<file path="src/rtl/clk_div_pkg.sv">
// rtl/clk_div_pkg.sv - shared types and defaults for divided-clock monitors
package clk_div_pkg;

  localparam int CNT_W_DEF = 8;

  typedef enum logic [1:0] {
    MON_IDLE,
    MON_WAIT_RISE,
    MON_MEASURE
  } mon_state_e;

endpackage

</file>
<file path="src/rtl/sync_rise_detect.sv">
// rtl/sync_rise_detect.sv - synchronizer for an asynchronous level plus rising-edge detect
module sync_rise_detect #(
  parameter int SYNC_STAGES = 2
) (
  input  logic clk,
  input  logic rst_n,
  input  logic sig_in,
  output logic s,
  output logic rise
);

  logic [SYNC_STAGES-1:0] chain;
  logic                   s_d;

  always_ff @(posedge clk or negedge rst_n) begin
    if (!rst_n) begin
      chain <= '0;
      s_d   <= 1'b0;
    end else begin
      chain <= {chain[SYNC_STAGES-2:0], sig_in};
      s_d   <= chain[SYNC_STAGES-1];
    end
  end

  // Edge is combinational on the synchronized level so the consumer registers it once.
  assign s    = chain[SYNC_STAGES-1];
  assign rise = s & ~s_d;

endmodule

</file>
<file path="src/rtl/clock_ratio_monitor.sv">
// rtl/clock_ratio_monitor.sv - measures period and high time of a divided clock against an expected ratio
module clock_ratio_monitor
  import clk_div_pkg::*;
#(
  parameter int CNT_W       = CNT_W_DEF,
  parameter int SYNC_STAGES = 2,
  parameter int LOCK_CNT    = 4
) (
  input  logic             clk,
  input  logic             rst_n,
  input  logic             en,
  input  logic             sig_in,
  input  logic [CNT_W-1:0] exp_period,
  input  logic             err_clr,
  output logic [CNT_W-1:0] period,
  output logic [CNT_W-1:0] high_time,
  output logic             meas_valid,
  output logic             locked,
  output logic             err
);

  localparam int               LW        = $clog2(LOCK_CNT + 1);
  localparam logic [LW-1:0]    LOCK_MAX  = LW'(LOCK_CNT);
  localparam logic [LW-1:0]    LOCK_PRE  = LW'(LOCK_CNT - 1);
  localparam logic [CNT_W-1:0] CNT_MAX   = '1;
  localparam logic [CNT_W-1:0] CNT_ONE   = CNT_W'(1);
  localparam logic [CNT_W:0]   DUTY_TOL  = (CNT_W + 1)'(1);

  mon_state_e       state, state_next;
  logic             s, rise;
  logic [CNT_W-1:0] per_cnt, hi_cnt;
  logic [LW-1:0]    lock_cnt;

  logic [CNT_W:0]   hi_x2, exp_x, duty_diff;
  logic             period_ok, duty_ok, good;
  logic             meas_rise, timeout, err_set;

  sync_rise_detect #(
    .SYNC_STAGES (SYNC_STAGES)
  ) u_sync (
    .clk    (clk),
    .rst_n  (rst_n),
    .sig_in (sig_in),
    .s      (s),
    .rise   (rise)
  );

  // Duty is judged as |2*high - period| so odd ratios accept either rounding of the half period.
  always_comb begin
    hi_x2     = {hi_cnt, 1'b0};
    exp_x     = {1'b0, exp_period};
    duty_diff = (hi_x2 >= exp_x) ? (hi_x2 - exp_x) : (exp_x - hi_x2);
    period_ok = (per_cnt == exp_period) && (|exp_period[CNT_W-1:1]);
    duty_ok   = (duty_diff <= DUTY_TOL);
    good      = period_ok && duty_ok;
  end

  always_comb begin
    meas_rise = en && (state == MON_MEASURE) && rise;
    timeout   = en && (state == MON_MEASURE) && !rise && (per_cnt == CNT_MAX);
    err_set   = (meas_rise && !good) || timeout;
  end

  always_ff @(posedge clk or negedge rst_n) begin
    if (!rst_n) begin
      state <= MON_IDLE;
    end else begin
      state <= state_next;
    end
  end

  always_comb begin
    state_next = state;
    if (!en) begin
      state_next = MON_IDLE;
    end else begin
      case (state)
        MON_IDLE:      state_next = MON_WAIT_RISE;
        MON_WAIT_RISE: if (rise) state_next = MON_MEASURE;
        MON_MEASURE:   if (timeout) state_next = MON_WAIT_RISE;
        default:       state_next = MON_IDLE;
      endcase
    end
  end

  always_ff @(posedge clk or negedge rst_n) begin
    if (!rst_n) begin
      per_cnt    <= '0;
      hi_cnt     <= '0;
      lock_cnt   <= '0;
      locked     <= 1'b0;
      period     <= '0;
      high_time  <= '0;
      meas_valid <= 1'b0;
    end else begin
      meas_valid <= 1'b0;
      if (!en) begin
        per_cnt  <= '0;
        hi_cnt   <= '0;
        lock_cnt <= '0;
        locked   <= 1'b0;
      end else begin
        case (state)
          MON_WAIT_RISE: begin
            if (rise) begin
              per_cnt <= CNT_ONE;
              hi_cnt  <= CNT_ONE;
            end
          end
          MON_MEASURE: begin
            if (rise) begin
              period     <= per_cnt;
              high_time  <= hi_cnt;
              meas_valid <= 1'b1;
              per_cnt    <= CNT_ONE;
              hi_cnt     <= CNT_ONE;
              if (good) begin
                if (lock_cnt != LOCK_MAX) lock_cnt <= lock_cnt + LW'(1);
                if (lock_cnt >= LOCK_PRE) locked <= 1'b1;
              end else begin
                lock_cnt <= '0;
                locked   <= 1'b0;
              end
            end else if (per_cnt == CNT_MAX) begin
              per_cnt  <= '0;
              hi_cnt   <= '0;
              lock_cnt <= '0;
              locked   <= 1'b0;
            end else begin
              per_cnt <= per_cnt + CNT_ONE;
              if (s) hi_cnt <= hi_cnt + CNT_ONE;
            end
          end
          default: begin
            per_cnt  <= '0;
            hi_cnt   <= '0;
            lock_cnt <= '0;
          end
        endcase
      end
    end
  end

  // A fresh error in the same cycle as a clear must survive.
  always_ff @(posedge clk or negedge rst_n) begin
    if (!rst_n) begin
      err <= 1'b0;
    end else if (err_set) begin
      err <= 1'b1;
    end else if (err_clr) begin
      err <= 1'b0;
    end
  end

endmodule

</file>
<file path="config.mk">
export PLATFORM = sky130hd
export DESIGN_NAME = clock_ratio_monitor
export DESIGN_NICKNAME = d
export VERILOG_FILES = /design/src/rtl/clk_div_pkg.sv /design/src/rtl/sync_rise_detect.sv /design/src/rtl/clock_ratio_monitor.sv
export SDC_FILE = /design/constraint.sdc
export NUM_CORES = 1
export LEC_CHECK = 0
export ABC_AREA = 1
export CAP_MARGIN = 40
export CORE_UTILIZATION = 52
export CTS_CLUSTER_DIAMETER = 80
export DETAILED_ROUTE_END_ITERATION = 8
export GPL_TIMING_DRIVEN = 0
export PLACE_DENSITY_LB_ADDON = 0.1
export SYNTH_ARGS = -nofsm -noshare
export SYNTH_HDL_FRONTEND = slang
export SYNTH_SLANG_ARGS = --single-unit
</file>
<file path="constraint.sdc">
create_clock -name clk -period 2.5 [get_ports clk]
set_clock_uncertainty 0.15 [all_clocks]
set_input_delay 0.5 -clock clk [delete_from_list [all_inputs] [get_ports clk]]
set_output_delay 0.5 -clock clk [all_outputs]
set_load 0.02 [all_outputs]
</file>
* Word level (Yosys, flattened, before mapping) *
Cells that the tools add are included.
Widths: inputs -> output; s select.

storage, ports and cells
  output and inout bits = 19
  logic and storage cells = 85
  bits in registers = 43
  memories = 0
  latch bits = 0
  bits of input ports = 13
  memory bits (writable) = 0
  ROM bits = 0

cells by class
  reductions and logical operators = 18
  shifts and indexed selects = 0
  order comparisons = 3
  bitwise logic cells = 2
  mux-type cells = 32
  equality and inequality tests = 14
  $add $sub $neg = 5
  div/mod/pow operators = 0
  multiply operators = 0

operators with widths
  cell                 count
  $mux 8               8
  $pmux 8 s2           2
  $add 8x1->8 const B  2
  $mux 3               5
  $mux 1               11
  $ge 9x8->1           1
  $le 9x1->1 const B   1
  $mux 9               1
  $ne 3x3->1 const B   3
  $reduce_and 3->1     3
  $sub 8x9->9          1
  $sub 9x8->9          1
  $eq 8x8->1           1
  $eq 8x8->1 const B   1
  $ne 4x3->1 const B   2
  $logic_and 1x1->1    7
  $reduce_or 7->1      1
  $mux 2               3
  $pmux 2 s3           1
  $pmux 3 s2           1
  $ne 5x3->1 const B   1
  $ne 5x4->1 const B   1
  $reduce_and 2->1     2
  $add 3x1->3 const B  1
  12 further kinds     13

* Logic depth before layout (Yosys ltp) *
Gate-level depths: netlist of the first run.

  word-level depth = 8
  mapped depth = 18

* Cells and area by module *
From an unflattened synthesis of the first run, not the netlist that was laid out.

unflattened totals
  cell total of the unflattened synthesis = 452
  area total of the unflattened synthesis = 3134.3 sq um

by module, submodules not included
  module               cells each  instances  sequential area each (sq um)  area each (sq um)
  clock_ratio_monitor  447         1          1001.0                        3049.2
  sync_rise_detect     5           1          75.1                          85.1

* Least setup slack after synthesis of the first run *
OpenSTA, ideal clock, no wires.

  path kind = input -> register
  from = input port exp_period[1]
  to = register lock_cnt[2]
  path buffers = 1
  arrival = 2.319 ns
  library setup time = 0.117 ns
  data required time = 2.233 ns
  setup slack = -0.087 ns
  stages = 18
  cell sequence = inv_1 -> ha_1 -> fa_1 -> inv_1 -> nor2_1 -> nor2_4 -> nand2_2 -> nand2_4 -> nand2_4 -> buf_8 -> nand2_1 -> nand2_1 -> nor2_1 -> nand3_2 -> nor2_2 -> nand3_1 -> nand3_1 -> nand2_1

between the ends
  word-level cells in the longest chain between the ends = 8

RTL lines
  item                                       RTL line                    text
  start: declaration                         clock_ratio_monitor.sv:13   input logic [CNT_W-1:0] exp_period,
  $sub 8x9->9, or another cell as far along  clock_ratio_monitor.sv:52   duty_diff = (hi_x2 >= exp_x) ? (hi_x2 - exp_x) : (exp_x - hi_x2);
  $mux 9                                     clock_ratio_monitor.sv:52
  $le 9x1->1                                 clock_ratio_monitor.sv:54   duty_ok = (duty_diff <= DUTY_TOL);
  $logic_and 1x1->1 (*)                      clock_ratio_monitor.sv:55   good = period_ok && duty_ok;
  $mux 3                                     clock_ratio_monitor.sv:117  if (good) begin
  $mux 3                                     clock_ratio_monitor.sv:111  if (rise) begin
  $pmux 3 s2                                 clock_ratio_monitor.sv:103  case (state)
  $mux 3                                     clock_ratio_monitor.sv:97   if (!en) begin
  end signal: assignment                     clock_ratio_monitor.sv:118  if (lock_cnt != LOCK_MAX) lock_cnt <= lock_cnt + LW'(1);
  end: declaration                           clock_ratio_monitor.sv:32   logic [LW-1:0] lock_cnt;

Every way passes the cells marked *; elsewhere a longest branch is shown, timed or not.
A chain may end at the register's enable or synchronous reset.

* Worst setup path in the final report of the first run *
  from = register hi_cnt[0]
  to = register lock_cnt[2]

between the ends
  word-level cells in the longest chain between the ends = 8

RTL lines
  item                                       RTL line                    text
  start: declaration                         clock_ratio_monitor.sv:31   logic [CNT_W-1:0] per_cnt, hi_cnt;
  start signal: assignment                   clock_ratio_monitor.sv:131  if (s) hi_cnt <= hi_cnt + CNT_ONE;
  $sub 8x9->9, or another cell as far along  clock_ratio_monitor.sv:52
  $mux 9 (*)                                 clock_ratio_monitor.sv:52
  $le 9x1->1 (*)                             clock_ratio_monitor.sv:54
  $logic_and 1x1->1 (*)                      clock_ratio_monitor.sv:55
  $mux 3                                     clock_ratio_monitor.sv:117
  $mux 3                                     clock_ratio_monitor.sv:111
  $pmux 3 s2                                 clock_ratio_monitor.sv:103
  $mux 3                                     clock_ratio_monitor.sv:97

Marks and branches as above.

==> results.tsv, run 1 <==
stage	metric	value	unit
critical_path	CP max-delay cell	dfrtp_1	
global_routing	global route overflow	0	
worst_hold_path	HP Class	flop to flop	
pwr	Pleak	2.069	nW
cts	CTS Sinks	43	
critical_path	CP cell instances	ha_4, fa_2, inv_2, nor2_4, nor2_4, nand2_4, nand2_4, nand2_4, clkbuf_16, nand2_4, nand2_1, nor2_1, nand3_2, nor2_4, nand3_2, nand3_2, nand2_1	
cells_and_area	leading cell type in the layout, fill and taps excluded	nand2_1	
cells_and_area	filler instances	504	
yosys	multiplexer area fraction after synthesis	0	
floorplan	die width	81.14	um
global_routing	initial antenna violation count	0	
sta	RSZ-0062 raised after global routing	yes	
yosys	cell count after synthesis	461	
cells_and_area	P&R area growth vs syn	25.66	%
place	post-place setup slack	-0.9518	ns
yosys	post-synthesis simple-gate area fraction	0.3404	
critical_path	most used cell, CP	nand2_4	
yosys	Most used DFF post-synth	dfrtp_1	
place	HPWL Detailed	6.094	mm
drt	Iter 0 DRT Violations	227	
sta	Least-Margin Pin Slew	0.4826	ns
global_routing	global-route wire length before repair	13.05	mm
sta	TNS Setup	-0.02223	ns
sta	final hold vios	0	
critical_path	CP Max Fanout	5	
floorplan	num ports	32	
floorplan	full die area	6584	sq um
floorplan	die height	81.14	um
sta	crit path setup slack, layout	-0.02223	ns
cells_and_area	ant diodes	0	
sta	min cycle time layout	2.522	ns
sta	Slew HR	0.6782	
global_routing	number of global-route vias before repair	2825	
sta	maximum clock rate	396.5	MHz
drt	First-pass DRT Iterations	5	
yosys	post-synthesis compound-gate area fraction	0.09566	
yosys	Synth Cell Area	3257	sq um
yosys	Post-Synth Adder-Cell Area	0.1007	
critical_path	delay-heaviest family, CP	simple AND/OR/NAND/NOR gates	
cts	clock insertion delay at the later pin of the skew report	0.30	ns
drt	WL/cell	13.80	um
cells_and_area	share of cells above drive strength 1	0.1985	
yosys	synth warn	0	
sta	Final period util	1.009	
critical_path	CP Buf/Inv Count	2	
drt	final WL	8.197	mm
status	status	finished, violations left	
sta	max-slew violations	0	
critical_path	WP data arrival	2.58	ns
place	RD Place Congestion	0.9027	
cts	CTS Root Cell	clkbuf_8	
drt	number of routed nets with antenna violations	0	
critical_path	WP data required	2.55	ns
critical_path	CP Class	flop to flop	
cells_and_area	register area	1077	sq um
cts	H-tree depth	2	
yosys	largest family of logic cells by synthesized area	simple AND/OR/NAND/NOR gates	
drt	vias	3148	
cells_and_area	Multi-input gate area	2001	sq um
drt	DR vias/cell	5.300	
pwr	maximum vdd drop	0.0003839	V
sta	Setup Viol. Count Final	1	
floorplan	area of the core	5991	sq um
critical_path	Crit. End Element	flop	
cts	clock buffer count from CTS	5	
cts	CTS Buffer Depth	2	
cells_and_area	Layout Nets	556	
run	max_cap viols	0	
global_routing	largest net degree at the start of global routing	38	
yosys	syn avg cell area	7.065	sq um
pwr	Power Dens Cells	445.6	nW/um^2
critical_path	CP Launch Type	flop	
place	port bufs	31	
global_routing	GRT Util Overall	0.2631	
critical_path	crit-path max cell delay	0.42	ns
yosys	syn nets	499	
yosys	number of synthesized flops with an enable pin	0	
floorplan	Cell Rows	28	
cells_and_area	most frequent cells in the layout	nand2_1, inv_1, dfrtp_1, nand3_1, o21ai_0	
yosys	ys async rst share	1.000	
cts	CTS tree	done	
cts	Worst-path clk slew	0.09	ns
drt	DR DRC count	0	
floorplan	Starting Density	0.5437	
yosys	post-synthesis sequential element count	43	
yosys	Synth cell types	35	
status	violated checks	setup timing	
yosys	post-synthesis sequential area ratio	0.3304	
yosys	Synth Area in XOR/XNOR	0.02420	
==> layout make-up <==
class | instances | share of cell area
clock inverter | 3 | 0.005809
sequential | 43 | 0.2632
timing repair buffer | 50 | 0.1122
buffer | 7 | 0.01467
inverter | 80 | 0.07551
multi-input combinational | 331 | 0.4888
tap | 75 | 0.02293
clock buffer | 5 | 0.01681
==> registers in the layout (all words and copies together), names as in the netlist <==
| name | count |
|---|---|
| err | 1 |
| hi_cnt | 8 |
| high_time | 8 |
| lock_cnt | 3 |
| locked | 1 |
| meas_valid | 1 |
| per_cnt | 8 |
| period | 8 |
| state | 2 |
| u_sync.chain | 2 |
| u_sync.s_d | 1 |
==> power by group <==
group / switching [mW] / internal (mW) / total (mW)
sequential: 0.0268 / 0.727 / 0.754
clock: 0.267 / 0.200 / 0.467
combinational: 0.371 / 0.232 / 0.603
==> kinds of logic after synthesis <==
| kind of cell | after synthesis |
|---|---|
| buf+inv | 87 |
| compound gates | 57 |
| fa+ha+maj | 25 |
| flops | 43 |
| xor+xnor | 9 |
| simple gates | 240 |
==> Yosys cell counts, drive strengths merged (2+ instances only) <==
cell type	instances	area, sq um
a21o	3	22.52
a21oi	16	80.08
buf	4	42.53
clkbuf	3	11.26
dfrtp	43	1076
fa	2	40.04
ha	23	287.8
inv	80	300.3
nand2	139	561.8
nand3	47	265.3
nand3b	2	15.01
nand4	6	37.54
nor2	38	167.7
nor3	8	61.31
o21ai	30	150.1
o22ai	2	12.51
xnor2	4	35.03
xor2	5	43.79
==> metrics by stage <==
stage	hold WS [ns]	instance area [sq um]	power, mW	util	cells
2_1_floorplan	0.05441	3259	1.113	-	461
6_report	0.2053	4093	1.824	0.6832	594
4_1_cts	0.2078	3876	1.752	0.6470	583
3_5_place_dp	0.1864	3679	1.271	0.6140	568
3_3_place_gp	0.1822	3664	1.255	0.6115	567
5_1_grt	0.2162	4093	1.923	0.6832	594
==> metal layers <==
metal  global-route usage  part of all wire  vias to the layer above
met5                    0                 0                        -
met4              0.08393             0.030                        0
met3              0.03708             0.044                       22
met2               0.4277              0.46                       91
met1               0.3609              0.46                     1466
li1                     -                 -                     1569
==> final timing paths <==
| path | start | endpoint | slack [ns] | cells after the start |
|---|---|---|---|---|
| max | hi_cnt[0]$_DFFE_PN0P_ | lock_cnt[2]$_DFFE_PN0P_ | -0.02 | 17 |
| min | u_sync.chain[0]$_DFF_PN0_ | u_sync.chain[1]$_DFF_PN0_ | 0.21 | 0 |
| min reg2reg | u_sync.chain[0]$_DFF_PN0_ | u_sync.chain[1]$_DFF_PN0_ | 0.21 | 0 |
| min in group asynchronous | rst_n | hi_cnt[7]$_DFFE_PN0P_ | 0.44 | 2 |
| max reg2reg | hi_cnt[0]$_DFFE_PN0P_ | lock_cnt[2]$_DFFE_PN0P_ | -0.02 | 17 |
| max in group asynchronous | rst_n | hi_cnt[1]$_DFFE_PN0P_ | 1.31 | 3 |
==> repair_timing <==
item	CTS	global route
setup endpoints to repair	5	9
resized for setup	32	39
cloned	0	1
setup buffers	6	10
hold buffers	1	0
hold endpoints to repair	6	0
pin swaps	9	20
Power figures use the tool's default switching activity.
==> run 2, diff against run 1 <==
Settings changed: SLEW_MARGIN set to 15.
==> run 2 against run 1 <==
The run still ends with setup timing left. Cell area down 3.7%. Global-route usage down 0.53 points. First-iteration DRC count fell by 41%. Critical endpoint unchanged. Combinational power is 10% lower. Sequential share of layout area up 0.99 points. Fmax is 1.2% lower. Critical path type is now primary input to flop. Clock power increased by 2%. Total power shrank 3.0%. Core utilization is 2.5 points lower. Non-clock buffer count shrank 12. Worst setup slack worse by 0.031 ns. Largest cell class unchanged.
==> results.tsv, run 2 (synthesized netlist as in run 1, its figures left out) <==
stage	metric	value	unit	change
drt	number of routed nets with antenna violations	0		unchanged
sta	maximum clock rate	391.6	MHz	-1.2%
pwr	Power Dens Cells	449.0	nW/um^2	+0.75%
cts	CTS Root Cell	clkbuf_8		
place	port bufs	31		unchanged
global_routing	largest net degree at the start of global routing	35		-7.9%
sta	RSZ-0062 raised after global routing	yes		
drt	First-pass DRT Iterations	4		-1
status	violated checks	setup timing		
drt	Iter 0 DRT Violations	135		-41%
sta	final hold vios	0		unchanged
critical_path	CP Buf/Inv Count	4		+2
place	RD Place Congestion	0.9027		unchanged
cells_and_area	Layout Nets	544		-2.2%
drt	vias	3040		-3.4%
cells_and_area	filler instances	512		+1.6%
cells_and_area	register area	1076	sq um	-0.12%
sta	final hold slack	0.2061	ns	+0.0008340 ns
cts	Worst-path clk slew	0.09	ns	about the same
sta	Slew HR	0.7106		+0.03231
worst_hold_path	Hold Crit Start	u_sync.chain[0]$_DFF_PN0_		
critical_path	Crit. End Element	flop		
cts	clock insertion delay at the later pin of the skew report	0.30	ns	about the same
cells_and_area	most frequent cells in the layout	nand2_1, inv_1, dfrtp_1, nand3_1, nor2_1		
pwr	Pleak	2.004	nW	-3.2%
drt	final WL	7.754	mm	-5.4%
sta	Setup Viol. Count Final	2		+1
sta	crit path setup slack, layout	-0.05333	ns	-0.03110 ns
global_routing	number of global-route vias before repair	2834		+0.32%
place	Placed Area	3679	sq um	unchanged
critical_path	CP max-delay cell	fa_2		
cts	CTS tree	done		
critical_path	CP Max Fanout	10		+5
critical_path	CP Class	primary input to flop		
floorplan	Cell Rows	28		unchanged
critical_path	crit path from	exp_period[1]		
critical_path	most used cell, CP	nand3_2		
sta	Final period util	1.021		+0.01244
sta	Least-Margin Pin Slew	0.4342	ns	-0.04847 ns
status	status	finished, violations left		
pwr	maximum vdd drop	0.0003917	V	+2.0%
critical_path	WP data required	2.55	ns	about the same
critical_path	R2R Path Start	hi_cnt[0]$_DFFE_PN0P_		
global_routing	initial antenna violation count	0		unchanged
cells_and_area	share of cells above drive strength 1	0.1578		-0.04067
drt	DR DRC count	0		unchanged
floorplan	Starting Density	0.5437		unchanged
place	HPWL Detailed	5.951	mm	-2.3%
worst_hold_path	HP Class	flop to flop		
cts	clock buffer count from CTS	5		unchanged
drt	DR vias/cell	5.223		-1.4%
cts	H-tree depth	2		unchanged
global_routing	GRT busiest layer	met2		
critical_path	CP Launch Type	primary input		
floorplan	full die area	6584	sq um	unchanged
floorplan	num ports	32		unchanged
cells_and_area	Multi-input gate area	1949	sq um	-2.6%
critical_path	crit-path max cell delay	0.37	ns	-0.05 ns
sta	max-slew violations	0		unchanged
floorplan	area of the core	5991	sq um	unchanged
cts	CTS Sinks	43		unchanged
global_routing	grt met3 use	0.03708		unchanged
critical_path	WP data arrival	2.61	ns	+0.03 ns
floorplan	die height	81.14	um	unchanged
drt	WL/cell	13.32	um	-3.5%
global_routing	global-route wire length before repair	12.77	mm	-2.1%
cells_and_area	leading cell type in the layout, fill and taps excluded	nand2_1		
floorplan	die width	81.14	um	unchanged
global_routing	met2 GRT Util	0.4151		-0.01261
sta	min cycle time layout	2.553	ns	+0.03110 ns
critical_path	delay-heaviest family, CP	simple AND/OR/NAND/NOR gates		
run	max_cap viols	0		unchanged
sta	TNS Setup	-0.07889	ns	-0.05666 ns
global_routing	global route overflow	0		unchanged
cells_and_area	final core occ	0.6577		-0.02548
critical_path	CP cell instances	buf_4, inv_1, ha_2, fa_2, inv_2, nor2_2, nor2_4, nand2_2, nand2_4, nand2_4, buf_8, nand2_2, nand2_1, nor2_1, nand3_2, nor2_4, nand3_2, nand3_2, nand2_1		
global_routing	GRT Util Overall	0.2578		-0.005293
global_routing	met1 GRT Util	0.3478		-0.01312
cells_and_area	P&R area growth vs syn	20.98	%	
cells_and_area	post-route cell area	3940	sq um	-3.7%
cells_and_area	ant diodes	0		unchanged
cts	CTS Buffer Depth	2		unchanged
==> run 2: cell types whose count changed in the layout (fill, tap and decap cells not counted), moves of 2 or more <==
cell	change
nand2_4	-2
clkbuf_2	-3
dlygate4sd2_1	+2
inv_1	+2
nand3_2	+2
buf_4	-11
nor2_2	-4
nor2_1	+4
ha_4	-2
==> run 2: per-stage QoR <==
stage / total power, mW / setup WS [ns] / cells
6_report: 1.769 / -0.05333 / 582
5_1_grt: 1.870 / -0.1868 / 582
4_1_cts: 1.752 / 0.002641 / 580
3_5_place_dp: 1.270 / -0.9415 / 568
3_3_place_gp: 1.255 / -0.8992 / 567
2_1_floorplan: 1.113 / -0.009444 / 461
==> run 2: worst paths after layout <==
path                                        endpoint  slack, ns  cells after the start
max in group asynchronous      hi_cnt[1]$_DFFE_PN0P_       1.31                      3
setup / recovery             lock_cnt[2]$_DFFE_PN0P_      -0.05                     19
hold / removal             u_sync.chain[1]$_DFF_PN0_       0.21                      0
hold reg to reg            u_sync.chain[1]$_DFF_PN0_       0.21                      0
min in group asynchronous   high_time[1]$_DFFE_PN0P_       0.43                      2
setup reg to reg             lock_cnt[2]$_DFFE_PN0P_      -0.05                     17
==> run 2: layer usage <==
metal / wire length [um] / vias up / part of all wire
li1: - / 1546 / -
met1: 3672 / 1417 / 0.47
met2: 3589 / 64 / 0.46
met3: 328 / 13 / 0.042
met4: 163 / 0 / 0.021
met5: 0 / - / 0
==> run 2: what timing repair did <==
item	in CTS	in global routing
gates resized for setup	38	16
buffers inserted	3	2
hold buffers	1	0
endpoints found under the hold margin	9	0
setup endpoints to repair	5	8
pin swaps	3	9
==> run 2: worst reg2reg max path: cells and delay by family (launching register included) <==
kind	cells	cell delay (ns)
fa+ha+maj	2	0.56
buf+inv	2	0.22
flops	1	0.39
simple gates	13	1.13
==> run 2: cell type report <==
| type | count | share of cell area |
|---|---|---|
| repair buffers | 38 | 0.09273 |
| well taps | 75 | 0.02382 |
| inverters | 80 | 0.07685 |
| flip-flops and latches | 43 | 0.2731 |
| plain buffers | 7 | 0.01524 |
| clock inverters | 3 | 0.006034 |
| clock buffers | 5 | 0.01747 |
| multi-input cells | 331 | 0.4948 |
==> run 2: power by group <==
group / switching (mW) / internal, mW / leakage, nW
registers: 0.0266 / 0.727 / 0.591
logic: 0.345 / 0.196 / 1.37
clock network: 0.275 / 0.200 / 0.0408
total: 0.646 / 1.12 / 2.00
